<file path="src/rtl/ysyx_axi_arb.sv">
// Arbitrates IFU fetch, LSU load and LSU store requests onto one AXI4 master port,
// one single-beat transaction at a time, with byte-lane steering for sub-word accesses.
module ysyx_axi_arb #(
    parameter int ADDR_W = 32,
    parameter int DATA_W = 32
) (
    input  logic              clk,
    input  logic              rst,

    input  logic [ADDR_W-1:0] ifu_araddr,
    input  logic              ifu_arvalid,
    output logic [DATA_W-1:0] ifu_rdata,
    output logic              ifu_rvalid,

    input  logic [ADDR_W-1:0] lsu_araddr,
    input  logic              lsu_arvalid,
    input  logic [7:0]        lsu_rstrb,
    output logic [DATA_W-1:0] lsu_rdata,
    output logic              lsu_rvalid,

    input  logic [ADDR_W-1:0] lsu_awaddr,
    input  logic [DATA_W-1:0] lsu_wdata,
    input  logic [7:0]        lsu_wstrb,
    input  logic              lsu_wvalid,
    output logic              lsu_wready,

    output logic              io_master_arvalid,
    input  logic              io_master_arready,
    output logic [ADDR_W-1:0] io_master_araddr,
    output logic [3:0]        io_master_arid,
    output logic [7:0]        io_master_arlen,
    output logic [2:0]        io_master_arsize,
    output logic [1:0]        io_master_arburst,

    input  logic              io_master_rvalid,
    output logic              io_master_rready,
    input  logic [63:0]       io_master_rdata,
    input  logic [1:0]        io_master_rresp,
    input  logic              io_master_rlast,
    input  logic [3:0]        io_master_rid,

    output logic              io_master_awvalid,
    input  logic              io_master_awready,
    output logic [ADDR_W-1:0] io_master_awaddr,
    output logic [3:0]        io_master_awid,
    output logic [7:0]        io_master_awlen,
    output logic [2:0]        io_master_awsize,
    output logic [1:0]        io_master_awburst,

    output logic              io_master_wvalid,
    input  logic              io_master_wready,
    output logic [63:0]       io_master_wdata,
    output logic [7:0]        io_master_wstrb,
    output logic              io_master_wlast,

    input  logic              io_master_bvalid,
    output logic              io_master_bready,
    input  logic [1:0]        io_master_bresp,
    input  logic [3:0]        io_master_bid,

    output logic              bus_err
);

    typedef enum logic [2:0] {
        IDLE,
        RD_AR,
        RD_R,
        WR_REQ,
        WR_B
    } state_t;

    state_t            r_state;
    logic [ADDR_W-1:0] r_addr;
    logic [7:0]        r_strb;
    logic [DATA_W-1:0] r_wdata;
    logic              r_is_lsu;
    logic              r_arvalid;
    logic              r_rready;
    logic              r_awvalid;
    logic              r_wvalid;
    logic              r_bready;
    logic [DATA_W-1:0] r_ifu_rdata;
    logic              r_ifu_rvalid;
    logic [DATA_W-1:0] r_lsu_rdata;
    logic              r_lsu_rvalid;
    logic              r_lsu_wready;
    logic              r_bus_err;

    logic              w_done_pulse;
    logic              w_aw_ok;
    logic              w_w_ok;
    logic [2:0]        w_size;
    logic [DATA_W-1:0] w_rd_word;
    logic              w_unused;

    function automatic logic [2:0] size_of(input logic [7:0] s);
        case (s)
            8'h01:   return 3'd0;
            8'h03:   return 3'd1;
            default: return 3'd2;
        endcase
    endfunction

    function automatic logic [DATA_W-1:0] rd_lane(input logic [63:0] d, input logic [2:0] a);
        logic [31:0] w;
        w = a[2] ? d[63:32] : d[31:0];
        return DATA_W'(w >> {a[1:0], 3'b000});
    endfunction

    function automatic logic [63:0] wr_data(input logic [31:0] d, input logic [1:0] o);
        logic [31:0] s;
        s = d << {o, 3'b000};
        return {s, s};
    endfunction

    function automatic logic [7:0] wr_strb(input logic [7:0] s, input logic [2:0] a);
        logic [3:0] n;
        n = s[3:0] << a[1:0];
        return a[2] ? {n, 4'h0} : {4'h0, n};
    endfunction

    // Fetch grants latch strobe 8'h0f, so the size decode yields 2 for them too.
    assign w_size       = size_of(r_strb);
    assign w_rd_word    = rd_lane(io_master_rdata, r_addr[2:0]);
    assign w_done_pulse = r_ifu_rvalid | r_lsu_rvalid | r_lsu_wready;
    assign w_aw_ok      = !r_awvalid || io_master_awready;
    assign w_w_ok       = !r_wvalid || io_master_wready;
    assign w_unused     = &{1'b0, io_master_rid, io_master_bid};

    assign io_master_arvalid = r_arvalid;
    assign io_master_araddr  = r_addr;
    assign io_master_arid    = 4'd0;
    assign io_master_arlen   = 8'd0;
    assign io_master_arsize  = w_size;
    assign io_master_arburst = 2'b01;
    assign io_master_rready  = r_rready;

    assign io_master_awvalid = r_awvalid;
    assign io_master_awaddr  = r_addr;
    assign io_master_awid    = 4'd0;
    assign io_master_awlen   = 8'd0;
    assign io_master_awsize  = w_size;
    assign io_master_awburst = 2'b01;

    assign io_master_wvalid  = r_wvalid;
    assign io_master_wdata   = wr_data(32'(r_wdata), r_addr[1:0]);
    assign io_master_wstrb   = wr_strb(r_strb, r_addr[2:0]);
    assign io_master_wlast   = r_wvalid;
    assign io_master_bready  = r_bready;

    assign ifu_rdata  = r_ifu_rdata;
    assign ifu_rvalid = r_ifu_rvalid;
    assign lsu_rdata  = r_lsu_rdata;
    assign lsu_rvalid = r_lsu_rvalid;
    assign lsu_wready = r_lsu_wready;
    assign bus_err    = r_bus_err;

    always_ff @(posedge clk) begin
        if (rst) begin
            r_state      <= IDLE;
            r_addr       <= '0;
            r_strb       <= '0;
            r_wdata      <= '0;
            r_is_lsu     <= 1'b0;
            r_arvalid    <= 1'b0;
            r_rready     <= 1'b0;
            r_awvalid    <= 1'b0;
            r_wvalid     <= 1'b0;
            r_bready     <= 1'b0;
            r_ifu_rdata  <= '0;
            r_ifu_rvalid <= 1'b0;
            r_lsu_rdata  <= '0;
            r_lsu_rvalid <= 1'b0;
            r_lsu_wready <= 1'b0;
            r_bus_err    <= 1'b0;
        end else begin
            r_ifu_rvalid <= 1'b0;
            r_lsu_rvalid <= 1'b0;
            r_lsu_wready <= 1'b0;
            r_ifu_rdata  <= '0;
            r_lsu_rdata  <= '0;
            case (r_state)
                IDLE: begin
                    // A requester still sees its done pulse this cycle and may not
                    // have dropped its request yet, so no grant is taken now.
                    if (!w_done_pulse) begin
                        if (lsu_wvalid) begin
                            r_addr    <= lsu_awaddr;
                            r_strb    <= lsu_wstrb;
                            r_wdata   <= lsu_wdata;
                            r_is_lsu  <= 1'b1;
                            r_awvalid <= 1'b1;
                            r_wvalid  <= 1'b1;
                            r_state   <= WR_REQ;
                        end else if (lsu_arvalid) begin
                            r_addr    <= lsu_araddr;
                            r_strb    <= lsu_rstrb;
                            r_is_lsu  <= 1'b1;
                            r_arvalid <= 1'b1;
                            r_state   <= RD_AR;
                        end else if (ifu_arvalid) begin
                            r_addr    <= ifu_araddr;
                            r_strb    <= 8'h0f;
                            r_is_lsu  <= 1'b0;
                            r_arvalid <= 1'b1;
                            r_state   <= RD_AR;
                        end
                    end
                end
                RD_AR: begin
                    if (io_master_arready) begin
                        r_arvalid <= 1'b0;
                        r_rready  <= 1'b1;
                        r_state   <= RD_R;
                    end
                end
                RD_R: begin
                    if (io_master_rvalid) begin
                        if (io_master_rresp != 2'b00) r_bus_err <= 1'b1;
                        if (io_master_rlast) begin
                            r_rready <= 1'b0;
                            if (r_is_lsu) begin
                                r_lsu_rvalid <= 1'b1;
                                r_lsu_rdata  <= w_rd_word;
                            end else begin
                                r_ifu_rvalid <= 1'b1;
                                r_ifu_rdata  <= w_rd_word;
                            end
                            r_state <= IDLE;
                        end
                    end
                end
                WR_REQ: begin
                    if (io_master_awready) r_awvalid <= 1'b0;
                    if (io_master_wready)  r_wvalid  <= 1'b0;
                    if (w_aw_ok && w_w_ok) begin
                        r_bready <= 1'b1;
                        r_state  <= WR_B;
                    end
                end
                WR_B: begin
                    if (io_master_bvalid) begin
                        if (io_master_bresp != 2'b00) r_bus_err <= 1'b1;
                        r_bready     <= 1'b0;
                        r_lsu_wready <= 1'b1;
                        r_state      <= IDLE;
                    end
                end
                default: r_state <= IDLE;
            endcase
        end
    end

endmodule

</file>
<file path="config.mk">
export PLATFORM = sky130hd
export DESIGN_NAME = ysyx_axi_arb
export DESIGN_NICKNAME = d
export VERILOG_FILES = /design/src/rtl/ysyx_axi_arb.sv
export SDC_FILE = /design/constraint.sdc
export NUM_CORES = 1
export LEC_CHECK = 0
export ABC_AREA = 0
export CORE_AREA = 3 3 184 186
export CTS_CLUSTER_DIAMETER = 120
export DETAILED_ROUTE_END_ITERATION = 8
export DIE_AREA = 0 0 187 189
export PLACE_DENSITY = 0.61
export SKIP_CTS_REPAIR_TIMING = 1
export SLEW_MARGIN = 20
export SYNTH_ARGS = -nofsm -noshare
export SYNTH_HDL_FRONTEND = slang
export SYNTH_SLANG_ARGS = --single-unit
</file>
<file path="constraint.sdc">
create_clock -name clk -period 1.6 [get_ports clk]
set_clock_uncertainty 0.05 [all_clocks]
set_input_delay 0.32 -clock clk [delete_from_list [all_inputs] [get_ports clk]]
set_output_delay 0.32 -clock clk [all_outputs]
set_load 0.05 [all_outputs]
</file>
# Word level (Yosys, flattened, before mapping)

Cells that the tools add are included.

Equal/unequal tests: 20
Shifts and indexed selects: 3
Multiplexer cells: 49
Bitwise operators: 8
Reduce and logical (&&, ||, !) cells: 27

Operators by type and width:

| operator             | number |
|---|---|
| $mux W32             | 4 |
| $mux W8              | 4 |
| $shl A32 B5 Y32      | 1 |
| $shr A32 B5 Y32      | 1 |
| $mux W3              | 9 |
| $mux W1              | 24 |
| $ne A2 B2 Y1 const B | 12 |
| $pmux W3 S5          | 1 |
| $reduce_bool A2 Y1   | 7 |
| $pmux W1 S2          | 6 |
| $reduce_and A4 Y1    | 3 |
| $reduce_and A5 Y1    | 2 |
| $reduce_or A5 Y1     | 2 |
| $reduce_and A3 Y1    | 3 |
| $eq A8 B1 Y1 const B | 1 |
| $eq A8 B2 Y1 const B | 1 |
| $reduce_and A7 Y1    | 1 |
| $eq A3 B2 Y1 const B | 2 |
| $not A1 Y1           | 6 |
| $ne A4 B4 Y1 const B | 1 |
| $pmux W2 S2          | 1 |
| $reduce_or A4 Y1     | 1 |
| $shl A4 B2 Y4        | 1 |
| $eq A3 B1 Y1 const B | 1 |
| other kinds (9)      | 12 |

Bits in registers: 149
Input port bits: 231
Output and inout port bits: 244
Logic and storage cells: 123

# Depth between registers and ports, before layout

Gate-level depths: netlist (run 1).

Depth after elaboration: 5
Gate-level depth with buffers: 7
Mapped depth without buffers: 3

# Worst setup path before layout (run 1)

Ideal clock, no wire load.

Path type: register -> output
Start point: register r_addr[1] (netlist: io_master_araddr[1])
End point: output port io_master_wdata[53]
Arrival: 2993 ps
Required time: 1230 ps
Path slack: -1763 ps
Stages on the path, launching flop included: 7
Cells stage by stage: dfxtp_1 buf_2 buf_4 buf_2 mux2i_1 o21ai_0 buf_4

Word-level cells in the longest chain between the ends: 1

RTL lines:

| item                   | line | RTL |
|---|---|---|
| start, declared        | 73   | `logic [ADDR_W-1:0] r_addr;` |
| start signal, assigned | 188  | `r_addr <= lsu_awaddr;` |
| start signal, assigned | 196  | `r_addr <= lsu_araddr;` |
| start signal, assigned | 202  | `r_addr <= ifu_araddr;` |
| $shl A32 B5 Y32        | 112  | `s = d << {o, 3'b000};` |
| end, declared          | 52   | `output logic [63:0] io_master_wdata,` |

Every way passes these cells.

# Worst setup path in the final report (run 1)

Start point: register r_addr[1] (netlist: io_master_araddr[1])
End point: output port io_master_wstrb[7]

Word-level cells in the longest chain between the ends: 2

RTL lines:

| item          | line | RTL |
|---|---|---|
| $shl A4 B2 Y4 | 118  | `n = s[3:0] << a[1:0];` |
| $mux W8       | 119  | `return a[2] ? {n, 4'h0} : {4'h0, n};` |
| end, declared | 53   | `output logic [7:0] io_master_wstrb,` |

Every way passes these cells.

==> flow_summary.rst, run 1 <==
.. list-table::
   :header-rows: 1

   * - Metric
     - Value
   * - TritonCTS buffer count
     - 17
   * - Min setup slack post-route
     - -0.533 ns
   * - Share of synthesized cell area in full adder, half adder and majority cells
     - 0%
   * - Number of distinct library cells after synthesis
     - 57
   * - Number of detailed-route iterations in the first pass
     - 5
   * - Vias in the first global route
     - 8686
   * - Hold path startpoint
     - lsu_wvalid
   * - Clk buf depth
     - 2
   * - HPWL after detailed placement
     - 27.4 mm
   * - Gp weighted congestion
     - 0.816
   * - Worst-path clk slew
     - 0.08 ns
   * - Compound-gate portion of the synthesized area
     - 15.8%
   * - Xor and xnor fraction of the mapped netlist area
     - 0%
   * - Outcome
     - finished with violations
   * - Maximum number of pins on one net before global-route repair
     - 51
   * - Predominant post-synthesis flop cell
     - dfxtp_1
   * - Die area
     - 35300 sq um
   * - Top fanout value on the critical path
     - 5
   * - First-pass GRT wire length
     - 51.5 mm
   * - Mux cell area share after synthesis
     - 20.1%
   * - End point of the critical path
     - io_master_wstrb[7]
   * - Maximum level of the CTS H-tree
     - 4
   * - Standard-cell row count
     - 66
   * - Combinational family with the most area after synthesis
     - multiplexers
   * - Post-placement worst setup slack
     - -0.276 ns
   * - Residual DRC count
     - 0
   * - Effective utilization at floorplan
     - 25.9%
   * - Sum of overflow across all layers after global routing
     - 0
   * - Clk root buf
     - clkbuf_16
   * - Wire length on met1
     - 13.9 mm
   * - Average wire per standard cell
     - 20.0 um
   * - Die Span X
     - 187 um
   * - Yosys Warn Count
     - 0
   * - PwrDens
     - 1610 nW/um^2
   * - Cells after synthesis
     - 913
   * - Final standard cell area without fillers
     - 17100 sq um
   * - Fraction of final layout cells sized beyond drive strength 1
     - 46.0%
   * - Worst vdd ir
     - 0.850 mV
   * - Post-synthesis instance area
     - 8410 sq um
   * - Die Y
     - 189 um
   * - Simple-Gate Fraction of Synth Area
     - 12.8%
   * - Nets
     - 1605
   * - Source of the worst register-to-register timing path
     - io_master_araddr[1]
   * - Wire length on met3
     - 2.39 mm
   * - Synthesized area divided by synthesized cell count
     - 9.21 sq um
   * - Via Count
     - 8694
   * - Flip-flop and latch count after synthesis
     - 149
   * - Violations in the final reports
     - negative setup slack
   * - Number of antenna violations at the first check in global routing
     - 0
   * - Class of the most critical setup path
     - register to output port
   * - Count of inserted antenna diode cells
     - 0
   * - Cell depth of the worst flop-to-flop path
     - 8
   * - Critical Path Start
     - io_master_araddr[1]
   * - I/O pin cnt
     - 475
   * - Port Buf Inserts
     - 436
   * - Antenna Violating Nets Remaining
     - 0
   * - Area growth, synth to finish
     - 103%
   * - Unrepaired setup endpoints after global routing
     - true
   * - Reg-to-reg critical path endpoint
     - ifu_rdata[4]
   * - Data arrival time of the worst path
     - 1.76 ns
   * - Final wirelength
     - 36.5 mm
   * - Worst Setup Start Kind
     - register
   * - Element type at the critical path end
     - output port
   * - Total track usage
     - 18.7%
   * - Part of the Yosys area used for sequential elements
     - 35.5%
   * - Violation count after the first detailed-route iteration
     - 378
   * - Highest metal layer with signal wires
     - met4
   * - Share of the core filled with cells
     - 52.6%
   * - Static power due to leakage
     - 6.65 nW
   * - Clock period minus final worst setup slack
     - 2.13 ns
   * - Worst path required time
     - 1.23 ns
   * - Clock latency at the later pin of the worst-skew pair
     - 0.42 ns
   * - Count of max-cap constraint violations
     - 0
   * - Async set-reset flop share out of synthesis
     - 0%
   * - Highest clock rate
     - 469 MHz
   * - Number of sinks driven by the clock tree
     - 149
   * - Post-detailed-route via-to-cell ratio
     - 4.75
   * - Worst R2R Setup Slack
     - -0.23 ns
   * - Number of enable flip-flop cells after synthesis
     - 0
   * - Class of the tightest hold or removal check
     - input port to register
   * - Placed instance area
     - 15100 sq um
   * - Area inside the core boundary
     - 32500 sq um
   * - Metal2 WL
     - 19.5 mm
   * - Setup-violating endpoint count in the final report
     - 118
   * - Hold violation count in the final report
     - 0
   * - Share of the clock period used by the worst path
     - 133%
   * - Number of pins with negative max-slew slack in the final report
     - 0
   * - CTS tree
     - yes
per-layer routing:
metal  track usage [%]  vias to the layer above
met2              35.2                      420
met4              4.74                        0
li1                  -                     4037
met3              3.96                       33
met1              21.6                     4204
met5                 0                        -
worst max-delay path: stages, from the launching register on:
cell	delay [ns]
dfxtp_4	0.38
buf_8	0.14
buf_6	0.11
mux2i_1	0.10
mux2_4	0.32
nor2b_4	0.14
buf_12	0.14
logic make-up after synthesis:
family,Yosys count
DFF,149
AOI/OAI and AO/OA,177
muxes,153
other,2
and+or+nand+nor,212
buffers and inverters,220
power breakdown:
group / internal [W] / switching (W)
Combinational: 0.00876 / 0.00925
Sequential: 0.00435 / 0.00102
Clock: 0.00222 / 0.00189
metrics by stage:
step                TNS [ns]  instances  hold slack [ns]  power (W)
finish                -39.18       1829            0.392     0.0275
global route          -45.41       1829            0.389     0.0285
CTS                   -43.21       1784            0.384     0.0252
detailed placement    -18.70       1752            0.410     0.0210
global placement      -14.12       1752            0.401     0.0209
floorplan             -15.31        941            0.401     0.0150
area by class of cell:
class / instances / area, sq um
Inverter: 41 / 155
Clock buffer: 17 / 425
Sequential cell: 149 / 3010
Timing Repair Buffer: 593 / 7500
Multi-Input combinational cell: 572 / 5270
Fill cell: 2810 / 15400
Clock inverter: 15 / 159
Tap cell: 442 / 553
synthesized netlist by cell type, drive strengths merged, types with 12 or more instances:
library cell,number,area share (%)
dfxtp,149,35
buf,139,12
mux2i,96,11
nand2,61,2.7
nor2,53,2.4
mux2,49,6.6
clkbuf,40,1.8
inv,40,1.8
a311oi,36,3.7
nand2b,34,2.5
o211ai,33,2.9
a31o,32,3.3
a21oi,30,1.8
nor3,19,1.3
nor2b,13,0.97
o21ai,12,0.71
how the worst min path moves through the flow:
stage	to	cells after the start
after floorplan	r_strb[2]	2
after global placement	io_master_bready	2
after global routing	io_master_araddr[23]	4
after CTS	io_master_araddr[23]	4
after detailed placement	io_master_bready	2
final	io_master_araddr[23]	4
sequential cells by signal, summed over array words and instances (netlist names):
name,count
ifu_rdata,32
io_master_araddr,32
lsu_rdata,32
r_wdata,32
r_strb,8
r_state,3
bus_err,1
ifu_rvalid,1
io_master_arvalid,1
io_master_awvalid,1
io_master_bready,1
io_master_rready,1
io_master_wlast,1
lsu_rvalid,1
lsu_wready,1
r_is_lsu,1
cell usage in the layout, fill, tap and decap left out, types with 11 or more instances in the layout:
cell,netlist,routed
a21oi_1,30,11
a21oi_2,0,11
a311oi_1,36,36
a31o_2,26,26
buf_12,3,166
buf_4,101,135
buf_6,4,48
buf_8,1,15
clkbuf_16,0,25
clkdlybuf4s50_1,0,219
conb_1,2,30
dfxtp_1,149,137
inv_1,39,39
mux2_2,49,36
mux2_4,0,13
mux2i_1,96,70
mux2i_4,0,22
nand2_1,61,54
nand2b_1,34,34
nor2_1,53,29
nor2_4,0,18
o211ai_1,33,33
(Power assumes the default switching activity.)
==> run 2: changes to the inputs <==
--- a/config.mk
+++ b/config.mk
@@ -11,7 +11,7 @@
 export DETAILED_ROUTE_END_ITERATION = 8
 export DIE_AREA = 0 0 187 189
 export PLACE_DENSITY = 0.61
-export SKIP_CTS_REPAIR_TIMING = 1
+export SKIP_LAST_GASP = 1
 export SLEW_MARGIN = 20
 export SYNTH_ARGS = -nofsm -noshare
 export SYNTH_HDL_FRONTEND = slang
==> run 2 against run 1 <==
Compared with the run above: cell count grew 0.44%; register-to-register slack gained 0.08 ns; wire length grew 2.2%; maximum frequency grew 0.89%; first-iteration DRC count shrank 13%; setup slack gained 0.019 ns; combinational power grew 3%; the run still ends with negative setup slack left; sequential power is essentially flat.
==> flow_summary.rst, run 2 (synthesis results as in run 1) <==
.. list-table::
   :header-rows: 1

   * - Metric
     - Value
   * - Gp weighted congestion
     - 0.816 (unchanged)
   * - Die area
     - 35300 sq um (unchanged)
   * - Number of antenna violations at the first check in global routing
     - 0 (unchanged)
   * - Violation count after the first detailed-route iteration
     - 330 (was 378)
   * - I/O pin cnt
     - 475 (unchanged)
   * - Sum of overflow across all layers after global routing
     - 0 (unchanged)
   * - Antenna Violating Nets Remaining
     - 0 (unchanged)
   * - Combined buffer and inverter count along the critical path
     - 4 (was 3)
   * - Element type at the critical path end
     - output port (unchanged)
   * - Hold violation count in the final report
     - 0 (unchanged)
   * - Nets
     - 1613 (was 1605)
   * - Vias in the first global route
     - 8988 (was 8686)
   * - Post-detailed-route via-to-cell ratio
     - 4.72 (was 4.75)
   * - Worst-path clk slew
     - 0.08 ns (about the same)
   * - Die Y
     - 189 um (unchanged)
   * - Gate family responsible for the most delay along the worst path
     - buffers and inverters (was multiplexers)
   * - Effective utilization at floorplan
     - 25.9% (unchanged)
   * - Total track usage
     - 19.7% (was 18.7%)
   * - Top library cells by usage in the layout, fill and taps aside
     - 219 x clkdlybuf4s50_1, 173 x buf_12, 136 x dfxtp_1 (was 219 x clkdlybuf4s50_1, 166 x buf_12, 137 x dfxtp_1)
   * - Unrepaired setup endpoints after global routing
     - true (unchanged)
   * - Violations in the final reports
     - negative setup slack (unchanged)
   * - Standard-cell row count
     - 66 (unchanged)
   * - Number of sinks driven by the clock tree
     - 149 (unchanged)
   * - Layout filler cell count
     - 2779 (was 2810)
   * - PwrDens
     - 1620 nW/um^2 (was 1610 nW/um^2)
   * - Area inside the core boundary
     - 32500 sq um (unchanged)
   * - Delay of the slowest critical-path stage
     - 0.36 ns (was 0.38 ns)
   * - Residual DRC count
     - 0 (unchanged)
   * - Area growth, synth to finish
     - 106% (was 103%)
   * - Static power due to leakage
     - 6.76 nW (was 6.65 nW)
   * - CP max-delay cell
     - dfxtp_4 (unchanged)
   * - Count of max-cap constraint violations
     - 0 (unchanged)
   * - Port Buf Inserts
     - 436 (unchanged)
   * - Class of the most critical setup path
     - register to output port (unchanged)
   * - TritonCTS buffer count
     - 17 (unchanged)
   * - First-pass GRT wire length
     - 54.0 mm (was 51.5 mm)
   * - CTS tree
     - yes (unchanged)
   * - Share of the core filled with cells
     - 53.4% (was 52.6%)
   * - Clock period minus final worst setup slack
     - 2.11 ns (was 2.13 ns)
   * - Maximum number of pins on one net before global-route repair
     - 51 (unchanged)
   * - Fraction of final layout cells sized beyond drive strength 1
     - 46.6% (was 46.0%)
   * - Min setup slack post-route
     - -0.515 ns (was -0.533 ns)
   * - Via Count
     - 8675 (was 8694)
   * - Clk buf depth
     - 2 (unchanged)
   * - Average wire per standard cell
     - 20.3 um (was 20.0 um)
   * - Setup-violating endpoint count in the final report
     - 116 (was 118)
   * - Area of the multi-input gates
     - 5320 sq um (was 5270 sq um)
   * - Share of the clock period used by the worst path
     - 132% (was 133%)
   * - Clock latency at the later pin of the worst-skew pair
     - 0.42 ns (about the same)
   * - Count of inserted antenna diode cells
     - 0 (unchanged)
   * - Worst path required time
     - 1.23 ns (about the same)
   * - Final instance count without filler cells
     - 1837 (was 1829)
   * - Worst vdd ir
     - 0.850 mV (about the same)
   * - Number of pins with negative max-slew slack in the final report
     - 0 (unchanged)
   * - Data arrival time of the worst path
     - 1.74 ns (was 1.76 ns)
   * - Maximum level of the CTS H-tree
     - 4 (unchanged)
   * - Class of the tightest hold or removal check
     - input port to register (unchanged)
   * - Top fanout value on the critical path
     - 11 (was 5)
   * - DP Cell Count
     - 1752 (unchanged)
   * - Die Span X
     - 187 um (unchanged)
   * - HPWL after detailed placement
     - 27.4 mm (unchanged)
   * - Outcome
     - finished with violations (unchanged)
   * - Cell repeated most along the worst path
     - buf_12
   * - Final wirelength
     - 37.3 mm (was 36.5 mm)
   * - Number of detailed-route iterations in the first pass
     - 5 (unchanged)
   * - Most common cell after layout, fill and taps aside
     - clkdlybuf4s50_1 (unchanged)
   * - Series of cell instances along the critical path
     - buf_12, buf_12, nor2b_4, a211oi_2, buf_4, a21oi_4, buf_6 (was buf_8, buf_6, mux2i_1, mux2_4, nor2b_4, buf_12)
   * - Area taken by flip-flops and latches
     - 3010 sq um (about the same)
   * - Clk root buf
     - clkbuf_16 (unchanged)
   * - Highest clock rate
     - 473 MHz (was 469 MHz)
   * - Hold-fix buffers at CTS
     - 0
   * - Worst Setup Start Kind
     - register (unchanged)
[run 2: changes by cell type in the layout (fill, tap and decap cells not counted), sizes merged]
cell and delta:
buf +9, bufbuf +1, clkbuf -2
[run 2: area by class of cell]
type | instances | share of cell area, %
Inverter | 41 | 0.895
Clock inverter | 15 | 0.917
Timing Repair Buffer | 601 | 44.5
Clock buffer | 17 | 2.45
Multi-Input combinational cell | 572 | 30.7
Sequential cell | 149 | 17.4
Tap cell | 442 | 3.19
[run 2: timing repair]
| action | 4_1_cts | 5_1_grt |
|---|---|---|
| endpoints found under the setup margin | 144 | 167 |
| buffers inserted | 31 | 25 |
| pin swaps | 31 | 32 |
| gates resized for setup | 155 | 108 |
| cloned | 5 | 6 |
[run 2: worst paths after layout]
check / startpoint / end / slack [ns] / cells after the start
worst max-delay path: io_master_araddr[1] / io_master_wdata[27] / -0.51 / 7
worst min-delay path: lsu_wvalid / io_master_araddr[23] / 0.39 / 4
worst max register to register: io_master_araddr[1] / ifu_rdata[15] / -0.15 / 8
worst min register to register: io_master_bready / io_master_bready / 0.42 / 2
[run 2: per-stage QoR]
step	total power (W)	hold WS [ns]	cell area [sq um]	TNS, ns	worst slack, ns
3_5_place_dp	0.0210	0.410	15100	-18.70	-0.276
5_1_grt	0.0290	0.389	17300	-41.32	-0.591
6_report	0.0280	0.389	17300	-35.28	-0.515
4_1_cts	0.0270	0.384	16600	-42.28	-0.540
2_1_floorplan	0.0150	0.401	9290	-15.31	-0.395
3_3_place_gp	0.0209	0.401	15100	-14.12	-0.221
[run 2: power breakdown]
part | internal [W] | leakage [nW] | switching (W)
registers | 0.00435 | 1.22 | 0.00102
clock network | 0.00222 | 0.285 | 0.00189
logic | 0.00917 | 5.25 | 0.00939
total | 0.0157 | 6.76 | 0.0123
[run 2: worst register-to-register path: stages, from the launching register on]
cell	delay (ns)
dfxtp_4	0.36
buf_8	0.14
or2_4	0.29
buf_12	0.15
buf_6	0.13
buf_8	0.14
buf_6	0.12
a2bb2oi_2	0.14
a21oi_1	0.16
[run 2: metal layers]
metal,vias to the layer above,global-route usage [%],wire [um]
met5,-,0,0
met4,0,5.99,1130
met3,55,4.07,2420
met2,411,36.8,19500
met1,4146,22.6,14300
li1,4063,-,-
